==> config.mk <==
export PLATFORM = sky130hd
export DESIGN_NAME = addsub_rr_arbiter_flat
export DESIGN_NICKNAME = d
export VERILOG_FILES = /design/src/rtl/addsub_rr_arbiter_if.sv /design/src/rtl/addsub_rr_arbiter.sv /design/src/flat_wrapper.sv
export SDC_FILE = /design/constraint.sdc
export NUM_CORES = 1
export LEC_CHECK = 0
export ABC_CLOCK_PERIOD_IN_PS = 2100
export BUFFER_PORTS_ARGS = -buffer_cell sky130_fd_sc_hd__buf_2
export CAP_MARGIN = 5
export CORE_UTILIZATION = 49
export CTS_BUF_LIST = sky130_fd_sc_hd__clkbuf_8 sky130_fd_sc_hd__clkbuf_16
export CTS_CLUSTER_DIAMETER = 100
export DETAILED_ROUTE_END_ITERATION = 6
export MAX_ROUTING_LAYER = met4
export PLACE_DENSITY = 0.85
export SYNTH_ARGS = -nofsm -noshare
export SYNTH_HDL_FRONTEND = slang
export SYNTH_SLANG_ARGS = --single-unit
==> constraint.sdc <==
create_clock -name clk -period 2.1 [get_ports clk]
set_input_delay 0.21 -clock clk [delete_from_list [all_inputs] [get_ports clk]]
set_output_delay 0.21 -clock clk [all_outputs]
set_load 0.05 [all_outputs]
==> src/rtl/addsub_rr_arbiter_if.sv <==
// Request and response channels between the requesters/consumer and the
// shared add/sub arbiter.
interface addsub_rr_arbiter_if #(
    parameter int NREQ = 4,
    parameter int IDW  = (NREQ > 1) ? $clog2(NREQ) : 1
) ();
    logic [NREQ-1:0]   req_valid;
    logic [4*NREQ-1:0] req_a;
    logic [4*NREQ-1:0] req_b;
    logic [NREQ-1:0]   req_k;
    logic [NREQ-1:0]   req_ready;
    logic              rsp_valid;
    logic              rsp_ready;
    logic [IDW-1:0]    rsp_id;
    logic [3:0]        rsp_sum;
    logic              rsp_ovf;

    modport master (
        output req_valid, req_a, req_b, req_k, rsp_ready,
        input  req_ready, rsp_valid, rsp_id, rsp_sum, rsp_ovf
    );

    modport slave (
        input  req_valid, req_a, req_b, req_k, rsp_ready,
        output req_ready, rsp_valid, rsp_id, rsp_sum, rsp_ovf
    );
endinterface

==> src/rtl/addsub_rr_arbiter.sv <==
// Round-robin sharing of one external 4-bit add/sub datapath among NREQ
// requesters, with a valid/ready response channel and saturating statistics.
module addsub_rr_arbiter #(
    parameter int NREQ = 4,
    parameter int IDW  = (NREQ > 1) ? $clog2(NREQ) : 1,
    parameter int CNTW = 16
) (
    input  logic               clk,
    input  logic               rst_n,
    addsub_rr_arbiter_if.slave bus,
    output logic [3:0]         as_a,
    output logic [3:0]         as_b,
    output logic               as_k,
    input  logic [3:0]         as_sum,
    input  logic               as_ovf,
    output logic               busy,
    output logic [CNTW-1:0]    op_count,
    output logic [CNTW-1:0]    ovf_count
);
    typedef enum logic [1:0] {
        S_IDLE = 2'd0,
        S_EXEC = 2'd1,
        S_RESP = 2'd2
    } state_e;

    state_e state_q, state_d;

    logic [3:0]      as_a_q, as_a_d;
    logic [3:0]      as_b_q, as_b_d;
    logic            as_k_q, as_k_d;
    // Doubles as the stored ID of the operation in flight.
    logic [IDW-1:0]  last_grant_q, last_grant_d;
    logic            rsp_valid_q, rsp_valid_d;
    logic [IDW-1:0]  rsp_id_q, rsp_id_d;
    logic [3:0]      rsp_sum_q, rsp_sum_d;
    logic            rsp_ovf_q, rsp_ovf_d;
    logic [CNTW-1:0] op_count_q, op_count_d;
    logic [CNTW-1:0] ovf_count_q, ovf_count_d;

    logic [3:0]      req_a_arr [NREQ];
    logic [3:0]      req_b_arr [NREQ];
    logic            req_k_arr [NREQ];

    logic            grant_found;
    logic [IDW-1:0]  grant_idx;
    logic [IDW:0]    cand_w;
    logic            grant_en;
    logic [NREQ-1:0] req_ready_vec;

    generate
        for (genvar gi = 0; gi < NREQ; gi++) begin : g_unpack
            assign req_a_arr[gi] = bus.req_a[4*gi +: 4];
            assign req_b_arr[gi] = bus.req_b[4*gi +: 4];
            assign req_k_arr[gi] = bus.req_k[gi];
        end
    endgenerate

    // Search starts just after the last winner and wraps modulo NREQ.
    always_comb begin
        grant_found = 1'b0;
        grant_idx   = '0;
        cand_w      = '0;
        for (int s = 1; s <= NREQ; s++) begin
            cand_w = {1'b0, last_grant_q} + (IDW+1)'(s);
            if (cand_w >= (IDW+1)'(NREQ)) begin
                cand_w = cand_w - (IDW+1)'(NREQ);
            end
            if (!grant_found && bus.req_valid[cand_w[IDW-1:0]]) begin
                grant_found = 1'b1;
                grant_idx   = cand_w[IDW-1:0];
            end
        end
    end

    always_ff @(posedge clk) begin
        if (!rst_n) begin
            state_q <= S_IDLE;
        end else begin
            state_q <= state_d;
        end
    end

    always_comb begin
        state_d = state_q;
        case (state_q)
            S_IDLE:  if (grant_found) state_d = S_EXEC;
            S_EXEC:  state_d = S_RESP;
            S_RESP:  if (bus.rsp_ready) state_d = S_IDLE;
            default: state_d = S_IDLE;
        endcase
    end

    always_comb begin
        busy          = (state_q != S_IDLE);
        grant_en      = (state_q == S_IDLE) && grant_found;
        req_ready_vec = '0;
        if (grant_en) begin
            req_ready_vec[grant_idx] = 1'b1;
        end
    end

    always_comb begin
        as_a_d       = as_a_q;
        as_b_d       = as_b_q;
        as_k_d       = as_k_q;
        last_grant_d = last_grant_q;
        rsp_valid_d  = rsp_valid_q;
        rsp_id_d     = rsp_id_q;
        rsp_sum_d    = rsp_sum_q;
        rsp_ovf_d    = rsp_ovf_q;
        op_count_d   = op_count_q;
        ovf_count_d  = ovf_count_q;
        case (state_q)
            S_IDLE: begin
                if (grant_found) begin
                    as_a_d       = req_a_arr[grant_idx];
                    as_b_d       = req_b_arr[grant_idx];
                    as_k_d       = req_k_arr[grant_idx];
                    last_grant_d = grant_idx;
                end
            end
            S_EXEC: begin
                rsp_sum_d   = as_sum;
                rsp_ovf_d   = as_ovf;
                rsp_id_d    = last_grant_q;
                rsp_valid_d = 1'b1;
            end
            S_RESP: begin
                if (bus.rsp_ready) begin
                    rsp_valid_d = 1'b0;
                    if (op_count_q != '1) begin
                        op_count_d = op_count_q + CNTW'(1);
                    end
                    if (rsp_ovf_q && (ovf_count_q != '1)) begin
                        ovf_count_d = ovf_count_q + CNTW'(1);
                    end
                end
            end
            default: ;
        endcase
    end

    always_ff @(posedge clk) begin
        if (!rst_n) begin
            as_a_q       <= '0;
            as_b_q       <= '0;
            as_k_q       <= 1'b0;
            last_grant_q <= IDW'(NREQ - 1);
            rsp_valid_q  <= 1'b0;
            rsp_id_q     <= '0;
            rsp_sum_q    <= '0;
            rsp_ovf_q    <= 1'b0;
            op_count_q   <= '0;
            ovf_count_q  <= '0;
        end else begin
            as_a_q       <= as_a_d;
            as_b_q       <= as_b_d;
            as_k_q       <= as_k_d;
            last_grant_q <= last_grant_d;
            rsp_valid_q  <= rsp_valid_d;
            rsp_id_q     <= rsp_id_d;
            rsp_sum_q    <= rsp_sum_d;
            rsp_ovf_q    <= rsp_ovf_d;
            op_count_q   <= op_count_d;
            ovf_count_q  <= ovf_count_d;
        end
    end

    assign bus.req_ready = req_ready_vec;
    assign bus.rsp_valid = rsp_valid_q;
    assign bus.rsp_id    = rsp_id_q;
    assign bus.rsp_sum   = rsp_sum_q;
    assign bus.rsp_ovf   = rsp_ovf_q;
    assign as_a          = as_a_q;
    assign as_b          = as_b_q;
    assign as_k          = as_k_q;
    assign op_count      = op_count_q;
    assign ovf_count     = ovf_count_q;
endmodule

==> src/flat_wrapper.sv <==
// flat-port wrapper written by rule: the top's interface ports become plain ports
module addsub_rr_arbiter_flat 
#(
    parameter int NREQ = 4,
    parameter int IDW  = (NREQ > 1) ? $clog2(NREQ) : 1,
    parameter int CNTW = 16
)
  (clk, rst_n, as_a, as_b, as_k, as_sum, as_ovf, busy, op_count, ovf_count, bus_req_valid, bus_req_a, bus_req_b, bus_req_k, bus_rsp_ready, bus_req_ready, bus_rsp_valid, bus_rsp_id, bus_rsp_sum, bus_rsp_ovf);
  addsub_rr_arbiter_if #(.NREQ(NREQ), .IDW(IDW)) bus_i ();
  input  logic clk;
  input  logic rst_n;
  output logic [3:0] as_a;
  output logic [3:0] as_b;
  output logic as_k;
  input  logic [3:0] as_sum;
  input  logic as_ovf;
  output logic busy;
  output logic [CNTW-1:0] op_count;
  output logic [CNTW-1:0] ovf_count;
  input wire logic [$bits(bus_i.req_valid)-1:0] bus_req_valid;
  input wire logic [$bits(bus_i.req_a)-1:0] bus_req_a;
  input wire logic [$bits(bus_i.req_b)-1:0] bus_req_b;
  input wire logic [$bits(bus_i.req_k)-1:0] bus_req_k;
  input wire logic [$bits(bus_i.rsp_ready)-1:0] bus_rsp_ready;
  output wire logic [$bits(bus_i.req_ready)-1:0] bus_req_ready;
  output wire logic [$bits(bus_i.rsp_valid)-1:0] bus_rsp_valid;
  output wire logic [$bits(bus_i.rsp_id)-1:0] bus_rsp_id;
  output wire logic [$bits(bus_i.rsp_sum)-1:0] bus_rsp_sum;
  output wire logic [$bits(bus_i.rsp_ovf)-1:0] bus_rsp_ovf;
  assign bus_i.req_valid = bus_req_valid;
  assign bus_i.req_a = bus_req_a;
  assign bus_i.req_b = bus_req_b;
  assign bus_i.req_k = bus_req_k;
  assign bus_i.rsp_ready = bus_rsp_ready;
  assign bus_req_ready = bus_i.req_ready;
  assign bus_rsp_valid = bus_i.rsp_valid;
  assign bus_rsp_id = bus_i.rsp_id;
  assign bus_rsp_sum = bus_i.rsp_sum;
  assign bus_rsp_ovf = bus_i.rsp_ovf;
  addsub_rr_arbiter #(.NREQ(NREQ), .IDW(IDW), .CNTW(CNTW)) u_core (.clk(clk), .rst_n(rst_n), .bus(bus_i), .as_a(as_a), .as_b(as_b), .as_k(as_k), .as_sum(as_sum), .as_ovf(as_ovf), .busy(busy), .op_count(op_count), .ovf_count(ovf_count));
endmodule
## After elaboration in Yosys (flattened, before gate mapping)

Cells that the tools add are included.

- $add $sub $neg: 10
- Order comparisons: 11
- Equality and inequality tests: 6
- Muxes and demuxes: 37
- Bitwise gates (word level): 1
- Reduce and logical (&&, ||, !) cells: 17

Operators by type and width:

| cell | number |
|---|---|
| 16-bit by 1-bit adder with 16-bit output, second input constant | 2 |
| 16-bit != test, second input constant | 2 |
| 2-bit two-way mux | 10 |
| 4-bit two-way mux | 5 |
| 4-bit binary-select mux with 2-bit select | 2 |
| 3-bit greater-or-equal comparator, second input constant | 5 |
| 2-bit by 3-bit < comparator with 1-bit output, second input constant | 5 |
| 1-bit two-way mux | 12 |
| 1-bit binary-select mux with 2-bit select | 5 |
| 2-bit by 1-bit subtractor with 2-bit output, second input constant | 4 |
| 2-bit by 2-bit adder with 3-bit output, second input constant | 2 |
| 1-bit logical AND | 6 |
| 2-bit one-hot mux with 3 select lines | 1 |
| 2-bit AND reduction | 3 |
| 3-bit AND reduction | 2 |
| 2-bit nonzero test | 2 |
| 2-bit by 1-bit adder with 3-bit output, second input constant | 1 |
| 2-bit by 3-bit adder with 3-bit output, second input constant | 1 |
| 1-bit logical NOT | 3 |
| 2-bit inverter with 3-bit output | 1 |
| 1-bit demux with 2-bit select | 1 |
| 2-bit by 1-bit == test with 1-bit output, second input constant | 1 |
| 2-bit == test, second input constant | 1 |
| 2-bit by 1-bit greater-or-equal comparator with 1-bit output, second input constant | 1 |
| other kinds (4) | 4 |

- Register bits: 53
- Input port bits: 48

## Depth between registers and ports, before layout

Gate-level depths: netlist (run 1).

- Depth after elaboration: 20
- Depth in mapped cells: 7
- Gate-level depth less buffers: 6

## Worst setup path after synthesis (run 1)

No wires, ideal clock.

- Kind: reg-to-output
- Start: reg u_core.state_q[0]
- End: out bus_req_ready[0]
- Data arrival time: 2.404 ns
- Slack: -0.514 ns
- Cell stages (with the launch flop): 5
- Buffers on the path: 1
- Cell sequence: dfxtp_1 > or2_1 > a21o_1 > clkbuf_1 > nor3b_1

- Word-level cells in the longest chain between the ends: 3

RTL lines:

| element | RTL line | text |
|---|---|---|
| start, declared | addsub_rr_arbiter.sv:26 | `state_e state_q, state_d;` |
| start signal, assigned | addsub_rr_arbiter.sv:79 | `state_q <= state_d;` |
| 2-bit logical NOT | addsub_rr_arbiter.sv:95 | `grant_en = (state_q == S_IDLE) && grant_found;` |
| 1-bit logical AND | addsub_rr_arbiter.sv:95 |  |
| 4-bit two-way mux | addsub_rr_arbiter.sv:97 | `if (grant_en) begin` |
| end, declared | flat_wrapper.sv:25 | `output wire logic [$bits(bus_i.req_ready)-1:0] bus_req_ready;` |

No other way between the ends.

## Final worst setup path (run 1)

- Start: reg u_core.last_grant_q[1]
- End: out bus_req_ready[2]

- Word-level cells in the longest chain between the ends: 20
- Elaborated cells on any way between the ends: 45
- Classes of those cells: 8 x add/sub; 6 x order compare; 23 x mux; 8 x reduce/logical

RTL lines:

| element | RTL line | text |
|---|---|---|
| start, declared | addsub_rr_arbiter.sv:32 | `logic [IDW-1:0] last_grant_q, last_grant_d;` |
| start signal, assigned | addsub_rr_arbiter.sv:148 | `last_grant_q <= IDW'(NREQ - 1);` |
| start signal, assigned | addsub_rr_arbiter.sv:159 | `last_grant_q <= last_grant_d;` |
| 2-bit by 1-bit adder with 3-bit output | addsub_rr_arbiter.sv:64 | `cand_w = {1'b0, last_grant_q} + (IDW+1)'(s);` |
| 3-bit greater-or-equal comparator / 2-bit by 1-bit subtractor with 2-bit output (equally long branches) | addsub_rr_arbiter.sv:65, addsub_rr_arbiter.sv:66 |  |
| 2-bit two-way mux | addsub_rr_arbiter.sv:65 | `if (cand_w >= (IDW+1)'(NREQ)) begin` |
| 1-bit binary-select mux with 2-bit select | addsub_rr_arbiter.sv:68 | `if (!grant_found && bus.req_valid[cand_w[IDW-1:0]]) begin` |
| 1-bit two-way mux (not written as such) | addsub_rr_arbiter.sv:68 |  |
| 1-bit two-way mux | addsub_rr_arbiter.sv:68 |  |
| 1-bit logical NOT | addsub_rr_arbiter.sv:68 |  |
| 1-bit logical AND | addsub_rr_arbiter.sv:68 |  |
| (+4 left out) | - |  |
| 1-bit logical NOT | addsub_rr_arbiter.sv:68 |  |
| 1-bit logical AND | addsub_rr_arbiter.sv:68 |  |
| 2-bit two-way mux | addsub_rr_arbiter.sv:68 |  |
| 2-bit by 3-bit < comparator with 1-bit output (not written as such) / 2-bit by 1-bit greater-or-equal comparator with 1-bit output (equally long branches) | addsub_rr_arbiter.sv:98 | `req_ready_vec[grant_idx] = 1'b1;` |
| 1-bit logical AND (not written as such) | addsub_rr_arbiter.sv:98 |  |
| 1-bit two-way mux (not written as such) | addsub_rr_arbiter.sv:98 |  |
| 1-bit demux with 2-bit select | - |  |
| 4-bit two-way mux (*) | addsub_rr_arbiter.sv:97 |  |

Every way passes the cells marked *; elsewhere a longest branch is shown, timed or not. The select of a mux whose other input is x is not followed.

==> results of run 1 <==
## kinds of logic (layout without fill, tap and decap cells)
kind of cell	after synthesis	after routing	share of synthesized area, %
AOI/OAI and AO/OA	49	49	13.3
DFF	53	53	39.1
xor gates and xnor gates	24	24	7.75
and+or+nand+nor	131	131	25.2
adders and majority gates	2	2	0.923
muxes	24	24	10.4
buffers and inverters	19	119	3.28
## synth_stat cells (2+ instances only)
cell,count,area (um^2)
mux2i_1,6,60.1
nand2_1,29,109
nand2b_1,5,31.3
nor2_1,29,109
nand4_1,10,62.6
nor2b_1,2,12.5
o21ai_1,3,15.0
mux2_4,5,75.1
or2_1,2,12.5
nor3_1,6,30.0
xor2_1,12,105
mux2_1,10,113
clkbuf_1,8,30.0
xnor2_1,12,105
and3_1,16,100
nor2_2,3,18.8
mux2_2,3,33.8
a221o_1,9,90.1
and2_1,4,25.0
o2111ai_1,3,26.3
buf_2,2,10.0
or4_1,2,15.0
buf_6,2,22.5
a21oi_1,12,60.1
and4_1,5,43.8
nand3_1,9,45.0
dfxtp_1,53,1060
inv_1,6,22.5
nor3b_1,2,15.0
nand3b_1,2,15.0
o211ai_1,7,52.6
ha_1,2,25.0
a211oi_1,3,22.5
a21o_1,2,15.0
o21ai_0,3,15.0
## cell type report
type / count / area (um^2) / area share, %
Multi-Input combinational cell: 230 / 1580 / 46.5
Timing Repair Buffer: 105 / 562 / 16.5
Clock inverter: 3 / 13.8 / 0.405
Tap cell: 70 / 87.6 / 2.58
Clock buffer: 5 / 68.8 / 2.03
Inverter: 6 / 22.5 / 0.663
Sequential cell: 53 / 1060 / 31.3
## timing repair
item / 4_1_cts / 5_1_grt
gates resized for setup: 3 / 8
setup buffers: 0 / 0
endpoints found under the setup margin: 4 / 3
## cell usage in the layout (no fill, tap or decap), types with 6 or more instances in the layout
master    Yosys  final
xnor2_1      12     12
dfxtp_1      53     52
and3_1       16     16
buf_4         0      6
buf_2         2     97
nand4_1      10     10
a21oi_1      12     12
xor2_1       12     12
nand3_1       9      9
o211ai_1      7      7
a221o_1       9      9
nor2_1       29     29
mux2_1       10     10
mux2i_1       6      6
nand2_1      29     29
inv_1         6      7
## worst reg2reg max path, delay by kind of cell, from the launching register on
kind,cells,cell delay (ns)
simple gates,3,0.60
flops,1,0.39
compound gates,1,0.33
mux,1,0.23
fa+ha+maj,1,0.19
## metrics by stage
| stage | setup WS (ns) | total power, mW | TNS, ns | cells |
|---|---|---|---|---|
| after floorplan | -0.426 | 1.60 | -0.921 | 302 |
| after global placement | 0.278 | 1.75 | 0 | 464 |
| after detailed placement | 0.200 | 1.76 | 0 | 464 |
| after CTS | 0.0222 | 2.31 | 0 | 472 |
| after global routing | 0.00471 | 2.41 | 0 | 472 |
| final | 0.0957 | 2.30 | 0 | 472 |
## flip-flops by register name (all words and copies together), names as in the netlist
| register | cells |
|---|---|
| u_core.as_a | 4 |
| u_core.last_grant_q | 2 |
| u_core.bus.rsp_ovf | 1 |
| u_core.ovf_count | 16 |
| u_core.as_b | 4 |
| u_core.state_q | 2 |
| u_core.as_k | 1 |
| u_core.bus.rsp_id | 2 |
| u_core.bus.rsp_sum | 4 |
| u_core.op_count | 16 |
| u_core.bus.rsp_valid | 1 |
## per-layer routing
metal	share of wire [%]	wire length, um	vias up	GRT usage, %
met4	1.0	66	0	4.62
li1	-	-	1293	-
met2	49	3160	77	38.6
met5	0	0	-	-
met3	4.5	290	8	5.15
met1	46	2970	1172	29.5
## power groups by stage
stage	Combinational (mW)	Sequential, mW	Clock (mW)
final	0.646	1.10	0.552
after global routing	0.688	1.11	0.610
after detailed placement	0.634	1.12	0
after floorplan	0.321	1.28	0
after CTS	0.638	1.10	0.570
after global placement	0.621	1.12	0
## worst max path at each step
stage,startpoint,endpoint,slack (ns),cells after the start
finish,u_core.last_grant_q[1],bus_req_ready[2],0.1,6
global route,u_core.last_grant_q[1],bus_req_ready[1],0.005,6
CTS,u_core.last_grant_q[1],bus_req_ready[3],0.02,6
detailed placement,u_core.last_grant_q[1],u_core.as_b[0],0.20,6
global placement,u_core.last_grant_q[1],u_core.as_a[3],0.28,5
floorplan,u_core.state_q[0],bus_req_ready[2],-0.43,4
==> impl_results.md, run 1 <==
* HP Start: as_sum[1]
* Clock network power share at 24.0%
* RSZ-0062 raised after global routing: no
* Synth Register Bits at 53
* Total number of vias at 2550
* Setup CP Type: register to primary output
* Share of layout cells above drive strength 1 at 32.6%
* Post-Layout Inst Area at 3400 um^2
* Fmax at 0.499 GHz
* Placement row count at 26
* Worst skew pair latency at 0.30 ns
* CTS Root Buffer Type: clkbuf_8
* Clock Sinks at 53
* Initial DRC count at 76
* Io pins at 102
* Flop pwr share at 48.0%
* Hold Path Cell Cnt at 3
* P_int at 1.53 mW
* Slew HR at 63.1%
* Ys Warns at 0
* CTS Buf Count at 5
* Core box area at 5200 um^2
* WP data required at 1.89 ns
* LEAKAGE at 1.62 nW
* Layout Nets at 451
* Worst vdd ir at 0.376 mV
* DR pass1 iterations at 4
* Period utilization at 95.4%
* Pwr per Cell Area at 677 nW/um^2
* Detailed placer's ending HPWL at 4680 um
* MaxCap Viol Count at 0
* Die area at 5830 um^2
* FF-to-FF Start: u_core.op_count[0]
* Max Fanout on Critical Path at 23
* Grt ovf at 0
* Post-synth EDFFs at 0
* DRC at 0
* Largest net degree at the start of global routing at 38
* Worst Hold Margin at 0.136 ns
* N_diodes at 0
* Port bufs at 101
* Hold Vio Cnt, Final at 0
* Fillers at 442
* CP Buf/Inv Count at 2
* WL per Instance at 13.7 um
* WHS Endpoint: u_core.bus.rsp_sum[1]
* Syn Nets at 352
* H-tree depth at 2
* Area after DPL at 3290 um^2
* Synth Flop Type: dfxtp_1
* R2R Path End: u_core.op_count[1]
* Register area share after synthesis at 39.1%
* Top delay family on crit path: compound AO/OA/AOI/OAI gates
* Final Util at 65.3%
* Post-synthesis cell type count at 48
* Switching Share at 33.7%
* Vias per Instance at 5.40
* Initial Util at 52.1%
* Area grow syn2layout at 25.3%
* Actual slew at the worst max-slew pin at 0.548 ns
* Combinational share of power at 28.1%
* Initial antenna violation count at 0
* CP startpoint kind: register
* R2R setup slack at 0.24 ns
* Critical Path AT at 1.79 ns
* Crit path cell chain: nand2_1 -> o22ai_1 -> a311o_1 -> buf_12 -> nor3_2 -> buf_4
* Crit path max-delay cell type: dfxtp_2
* Die W at 76.4 um
* CTS max path bufs at 2
* Average cell area after synthesis at 8.98 um^2
* Routed Antenna Nets at 0
* Mapped Area at 2710 um^2
* Tmin final at 2.00 ns
* Status: complete, no violations
* Chip Height at 76.4 um
* Asr flop ratio synth at 0%
* Vias in the first global route at 2340
* Routability cong. at 0.897
* Hold-fix buffers, CTS at 0
* CP peak stage delay at 0.37 ns
* Worst Hold Class: primary input to register
* Reg2reg path depth at 6
* Global-route wire length before repair at 11000 um
* Clock skew at 0.00519 ns
* CP Capture Type: primary output
* Gate count of the mapped netlist at 302
* CTS clk-pin slew, worst paths at 0.09 ns
* Slew Viols, Final at 0
* Routed Wire Length at 6490 um
* Switching power at 0.775 mW
* All-Layer GR Usage at 23.4%
* CTS tree: yes
* Final setup violation count at 0
(Power assumes the default switching activity.)
==> run 2: changes to the inputs <==
- ABC_CLOCK_PERIOD_IN_PS: 2100 -> 2530
- CORE_UTILIZATION: 49 -> 53
- PLACE_DENSITY: 0.85 -> 0.9
- clock period: 2.1 -> 2.53 ns (I/O delays scaled with it)
==> impl_results.md, run 2 (same netlist as run 1, synthesis figures left out) <==
* Status: complete, no violations (unchanged)
* N_diodes at 0 (unchanged)
* Hold Vio Cnt, Final at 0 (unchanged)
* Area after DPL at 3260 um^2 (was 3290 um^2)
* Final setup violation count at 0 (unchanged)
* Hold-fix buffers, CTS at 0 (unchanged)
* Total number of vias at 2588 (was 2550)
* Most frequent cells in the layout: buf_2, dfxtp_1, nand2_1, nor2_1, and3_1 (unchanged)
* Grt ovf at 0 (unchanged)
* H-tree depth at 2 (unchanged)
* FF-to-FF Start: u_core.last_grant_q[1] (was u_core.op_count[0])
* Initial DRC count at 91 (was 76)
* HP Start: as_sum[2] (was as_sum[1])
* Period utilization at 89.4%
* GRT met2 Usage at 41.2% (was 38.6%)
* RSZ-0062 raised after global routing: no (unchanged)
* WL per Instance at 13.7 um (about the same)
* Most common cell after layout, fill and taps aside: buf_2 (unchanged)
* WP data required at 2.28 ns (was 1.89 ns)
* CTS Root Buffer Type: clkbuf_8 (unchanged)
* Worst Hold Class: primary input to register (unchanged)
* CP peak stage delay at 0.50 ns (was 0.37 ns)
* Routed Antenna Nets at 0 (unchanged)
* Routed Wire Length at 6400 um (was 6490 um)
* Port bufs at 101 (unchanged)
* Reg2reg path depth at 6 (unchanged)
* WHS Endpoint: u_core.bus.rsp_sum[2] (was u_core.bus.rsp_sum[1])
* Slew HR at 57.4% (was 63.1%)
* Top delay family on crit path: flip-flops (was compound AO/OA/AOI/OAI gates)
* Tmin final at 2.26 ns
* Crit path cell chain: mux2i_1 -> o22a_1 -> o21ai_0 -> nor3_1 -> buf_2 (was nand2_1 -> o22ai_1 -> a311o_1 -> buf_12 -> nor3_2 -> buf_4)
* DRC at 0 (unchanged)
* CTS tree: yes (unchanged)
* Vias per Instance at 5.53 (was 5.40)
* Initial Util at 56.3% (was 52.1%)
* Post-Layout Inst Area at 3340 um^2 (was 3400 um^2)
* Layout Nets at 450 (was 451)
* Core box area at 4820 um^2 (was 5200 um^2)
* Initial antenna violation count at 0 (unchanged)
* GR peak layer: met2 (unchanged)
* M3 GR Usage at 3.98% (was 5.15%)
* Detailed placer's ending HPWL at 4690 um (was 4680 um)
* CTS max path bufs at 2 (unchanged)
* Share of layout cells above drive strength 1 at 30.7% (was 32.6%)
* Pwr per Cell Area at 561 nW/um^2 (was 677 nW/um^2)
* DR pass1 iterations at 4 (unchanged)
* Area grow syn2layout at 23.1% (was 25.3%)
* Max Fanout on Critical Path at 8 (was 23)
* Hold Path Cell Cnt at 3 (unchanged)
* Chip Height at 73.5 um (was 76.4 um)
* Worst vdd ir at 0.344 mV (was 0.376 mV)
* Clock Sinks at 53 (unchanged)
* Io pins at 102 (unchanged)
* All-Layer GR Usage at 24.9% (was 23.4%)
* CP Capture Type: primary output (unchanged)
* Crit path max-delay cell type: dfxtp_1 (was dfxtp_2)
* Die area at 5410 um^2 (was 5830 um^2)
* Critical Path AT at 2.01 ns (was 1.79 ns)
* Setup CP Type: register to primary output (unchanged)
* CTS Buf Count at 5 (unchanged)
* R2R Path End: u_core.as_b[0] (was u_core.op_count[1])
* CP startpoint: u_core.last_grant_q[1] (unchanged)
* Vias in the first global route at 2330 (was 2340)
* Worst Hold Margin at 0.189 ns (was 0.136 ns)
* R2R setup slack at 0.53 ns (was 0.24 ns)
* MaxCap Viol Count at 0 (unchanged)
* Slew Viols, Final at 0 (unchanged)
* # resized after CTS at 0 (was 3)
* Placement row count at 25 (was 26)
* Worst skew pair latency at 0.30 ns (about the same)
* Global-route wire length before repair at 10300 um (was 11000 um)
* CTS clk-pin slew, worst paths at 0.09 ns (about the same)
* Routability cong. at 0.830 (was 0.897)
* LEAKAGE at 1.60 nW (was 1.62 nW)
* CP startpoint kind: register (unchanged)
* Die W at 73.5 um (was 76.4 um)
* GR Layer Usage met1 at 30.6% (was 29.5%)
* Clock skew at 0.00811 ns (was 0.00519 ns)
* Post-CTS Setup Bufs at 0 (unchanged)
* Fmax at 0.442 GHz
* Final Util at 69.3% (was 65.3%)
* CP Buf/Inv Count at 1 (was 2)
* Actual slew at the worst max-slew pin at 0.634 ns (was 0.548 ns)
* Largest net degree at the start of global routing at 24 (was 38)
[run 2: final cells by class]
cell class,count,area (um^2)
clock buffers,5,68.8
clock inverters,3,11.3
fillers,398,1480
inverters,6,22.5
multi-input cells,230,1560
flip-flops and latches,53,1060
well taps,67,83.8
repair buffers,104,528
[run 2: power breakdown]
part	switching, mW	internal, mW
Clock	0.258	0.185
Sequential	0.0373	0.881
Combinational	0.334	0.176
[run 2: routing by layer]
metal | part of all wire [%] | up-vias
met2 | 49 | 88
met3 | 4.8 | 11
li1 | - | 1284
met1 | 44 | 1205
met4 | 1.7 | 0
met5 | 0 | -
[run 2: how the worst max path moves through the flow]
stage | endpoint | slack [ns] | depth (start not counted)
after floorplan | bus_req_ready[0] | -0.13 | 4
after global placement | u_core.as_a[3] | 0.63 | 5
after detailed placement | u_core.as_b[0] | 0.55 | 6
after CTS | bus_req_ready[3] | 0.28 | 5
after global routing | bus_req_ready[1] | 0.14 | 6
final | bus_req_ready[2] | 0.27 | 5
[run 2: tightest hold or removal path, delay by kind of cell]
family                 cells  cell delay (ns)
buffers and inverters      1             0.09
and+or+nand+nor            1             0.04
AOI/OAI and AO/OA          1             0.05
[run 2: metrics by stage]
stage	setup slack [ns]	setup TNS, ns	total power, mW	cells
6_report	0.268	0	1.87	468
5_1_grt	0.139	0	1.96	468
4_1_cts	0.282	0	1.89	468
3_5_place_dp	0.550	0	1.44	460
3_3_place_gp	0.635	0	1.43	460
2_1_floorplan	-0.127	-0.283	1.32	302
==> run 3: changes to the inputs <==
- CORE_MARGIN: default -> 2
- GPL_TIMING_DRIVEN: default -> 0
- REMOVE_ABC_BUFFERS: default -> 1
==> impl_results.md, run 3 (same netlist as run 1, synthesis figures left out) <==
* Status: complete, no violations (unchanged)
* Switching Share at 34.6% (was 33.6%)
* Placement row count at 26 (was 25)
* Most frequent cells in the layout: buf_2, dfxtp_1, nand2_1, nor2_1, and3_1 (unchanged)
* Layout Nets at 447 (was 450)
* Clock network power share at 26.1% (was 23.7%)
* Crit path max-delay cell type: dfxtp_1 (unchanged)
* Port bufs at 101 (unchanged)
* Grt ovf at 0 (unchanged)
* Io pins at 102 (unchanged)
* CTS Root Buffer Type: clkbuf_8 (unchanged)
* Clock Sinks at 53 (unchanged)
* Global-route wire length before repair at 9770 um (was 10300 um)
* Final setup violation count at 0 (unchanged)
* Period utilization at 91.7% (was 89.4%)
* WL per Instance at 13.5 um (was 13.7 um)
* Initial antenna violation count at 0 (unchanged)
* MaxCap Viol Count at 0 (unchanged)
* Switching power at 0.664 mW (was 0.629 mW)
* Most common cell after layout, fill and taps aside: buf_2 (unchanged)
* P_int at 1.25 mW (was 1.24 mW)
* CTS Buf Count at 5 (unchanged)
* CTS tree: yes (unchanged)
* Final Total Pwr at 1.92 mW (was 1.87 mW)
* H-tree depth at 2 (unchanged)
* CP Capture Type: primary output (unchanged)
* Hold-fix buffers, CTS at 0 (unchanged)
* N_diodes at 0 (unchanged)
* Total number of vias at 2588 (unchanged)
* Vias per Instance at 5.53 (unchanged)
* Area grow syn2layout at 22.9% (was 23.1%)
* Fmax at 0.431 GHz (was 0.442 GHz)
* Worst vdd ir at 0.375 mV (was 0.344 mV)
* Tmin final at 2.32 ns (was 2.26 ns)
* Final setup TNS at 0 ns (unchanged)
* Chip Height at 75.5 um (was 73.5 um)
* Routed Antenna Nets at 0 (unchanged)
* Detailed placer's ending HPWL at 4720 um (was 4690 um)
* Routability cong. at 0.824 (was 0.830)
* Slew HR at 24.3% (was 57.4%)
* CP peak stage delay at 0.51 ns (was 0.50 ns)
* LEAKAGE at 1.58 nW (was 1.60 nW)
* All-Layer GR Usage at 22.7% (was 24.9%)
* Slew Viols, Final at 0 (unchanged)
* Clock skew at 0.00925 ns (was 0.00811 ns)
* Die area at 5700 um^2 (was 5410 um^2)
* Max Fanout on Critical Path at 23 (was 8)
* Vias in the first global route at 2349 (was 2330)
* CTS max path bufs at 2 (unchanged)
* DR pass1 iterations at 4 (unchanged)
* Crit path cell chain: nand2_2 -> o22ai_1 -> a311o_2 -> nor3b_1 -> buf_2 (was mux2i_1 -> o22a_1 -> o21ai_0 -> nor3_1 -> buf_2)
* Flop pwr share at 47.9% (was 49.1%)
* Combinational share of power at 26.0% (was 27.2%)
* Fillers at 421 (was 398)
* Critical Path AT at 2.07 ns (was 2.01 ns)
* CP startpoint kind: register (unchanged)
* Worst skew pair latency at 0.32 ns (was 0.30 ns)
* DRC at 0 (unchanged)
* Initial Util at 54.1% (was 56.3%)
* WP data required at 2.28 ns (about the same)
* Share of layout cells above drive strength 1 at 31.2% (was 30.7%)
* Worst Hold Class: primary input to register (unchanged)
* Actual slew at the worst max-slew pin at 1.13 ns (was 0.634 ns)
* CTS clk-pin slew, worst paths at 0.10 ns (was 0.09 ns)
* Pwr per Cell Area at 575 nW/um^2 (was 561 nW/um^2)
* Core box area at 5010 um^2 (was 4820 um^2)
* Die W at 75.5 um (was 73.5 um)
* Largest net degree at the start of global routing at 39 (was 24)
* Initial DRC count at 134 (was 91)
* Routed Wire Length at 6340 um (was 6400 um)
* Setup CP Type: register to primary output (unchanged)
* RSZ-0062 raised after global routing: no (unchanged)
* Hold Vio Cnt, Final at 0 (unchanged)
-- run 3: path summary, 6_finish.rpt --
check             depth (start not counted)  slack [ns]                   start               endpoint
setup / recovery                          5        0.21  u_core.last_grant_q[1]       bus_req_ready[1]
hold / removal                            3        0.16               as_sum[1]  u_core.bus.rsp_sum[1]
setup reg to reg                          4        0.46  u_core.last_grant_q[1]         u_core.as_b[3]
hold reg to reg                           2        0.47   u_core.bus.rsp_sum[0]  u_core.bus.rsp_sum[0]
-- run 3: repair_timing --
| action | 4_1_cts | 5_1_grt |
|---|---|---|
| gates resized for setup | 1 | 0 |
| setup buffers | 0 | 0 |
| endpoints found under the hold margin | 0 | 0 |
| endpoints found under the setup margin | 4 | 0 |
-- run 3: power groups by stage --
stage | sequential, mW | clock [mW] | combinational [mW]
floorplan | 1.06 | 0 | 0.238
finish | 0.918 | 0.500 | 0.498
CTS | 0.917 | 0.512 | 0.501
detailed placement | 0.935 | 0 | 0.502
global route | 0.923 | 0.534 | 0.536
global placement | 0.932 | 0 | 0.489
-- run 3: layer usage --
| metal | part of all wire (%) | GRT usage, % | vias to the layer above |
|---|---|---|---|
| met5 | 0 | - | - |
| met4 | 0.63 | 10.1 | 0 |
| met3 | 5.9 | 4.89 | 4 |
| met2 | 51 | 38.7 | 79 |
| met1 | 42 | 25.4 | 1224 |
| li1 | - | - | 1281 |
-- run 3: worst max-delay path, delay by kind of cell (launching register included) --
kind | cells | cell delay [ns]
buffers and inverters | 1 | 0.29
flip-flops | 1 | 0.51
AO/OA/AOI/OAI | 2 | 0.62
AND/OR/NAND/NOR | 2 | 0.31
-- run 3: per-stage QoR --
| stage | cells | utilization, % | area [um^2] | hold slack, ns | setup slack [ns] |
|---|---|---|---|---|---|
| after CTS | 468 | 66.5 | 3330 | 0.156 | 0.180 |
| after floorplan | 289 | - | 2650 | 0.342 | -0.307 |
| final | 468 | 66.5 | 3330 | 0.163 | 0.210 |
| after detailed placement | 460 | 64.6 | 3240 | 0.452 | 0.0720 |
| after global placement | 460 | 64.6 | 3240 | 0.439 | 0.179 |
| after global routing | 468 | 66.5 | 3330 | 0.160 | 0.0434 |
-- run 3: layout make-up --
type,count,area (um^2),area share [%]
multi-input cells,230,1560,46.9
well taps,70,87.6,2.63
clock buffers,5,68.8,2.06
inverters,6,22.5,0.676
clock inverters,3,25.0,0.751
flip-flops and latches,53,1060,31.8
repair buffers,101,505,15.2
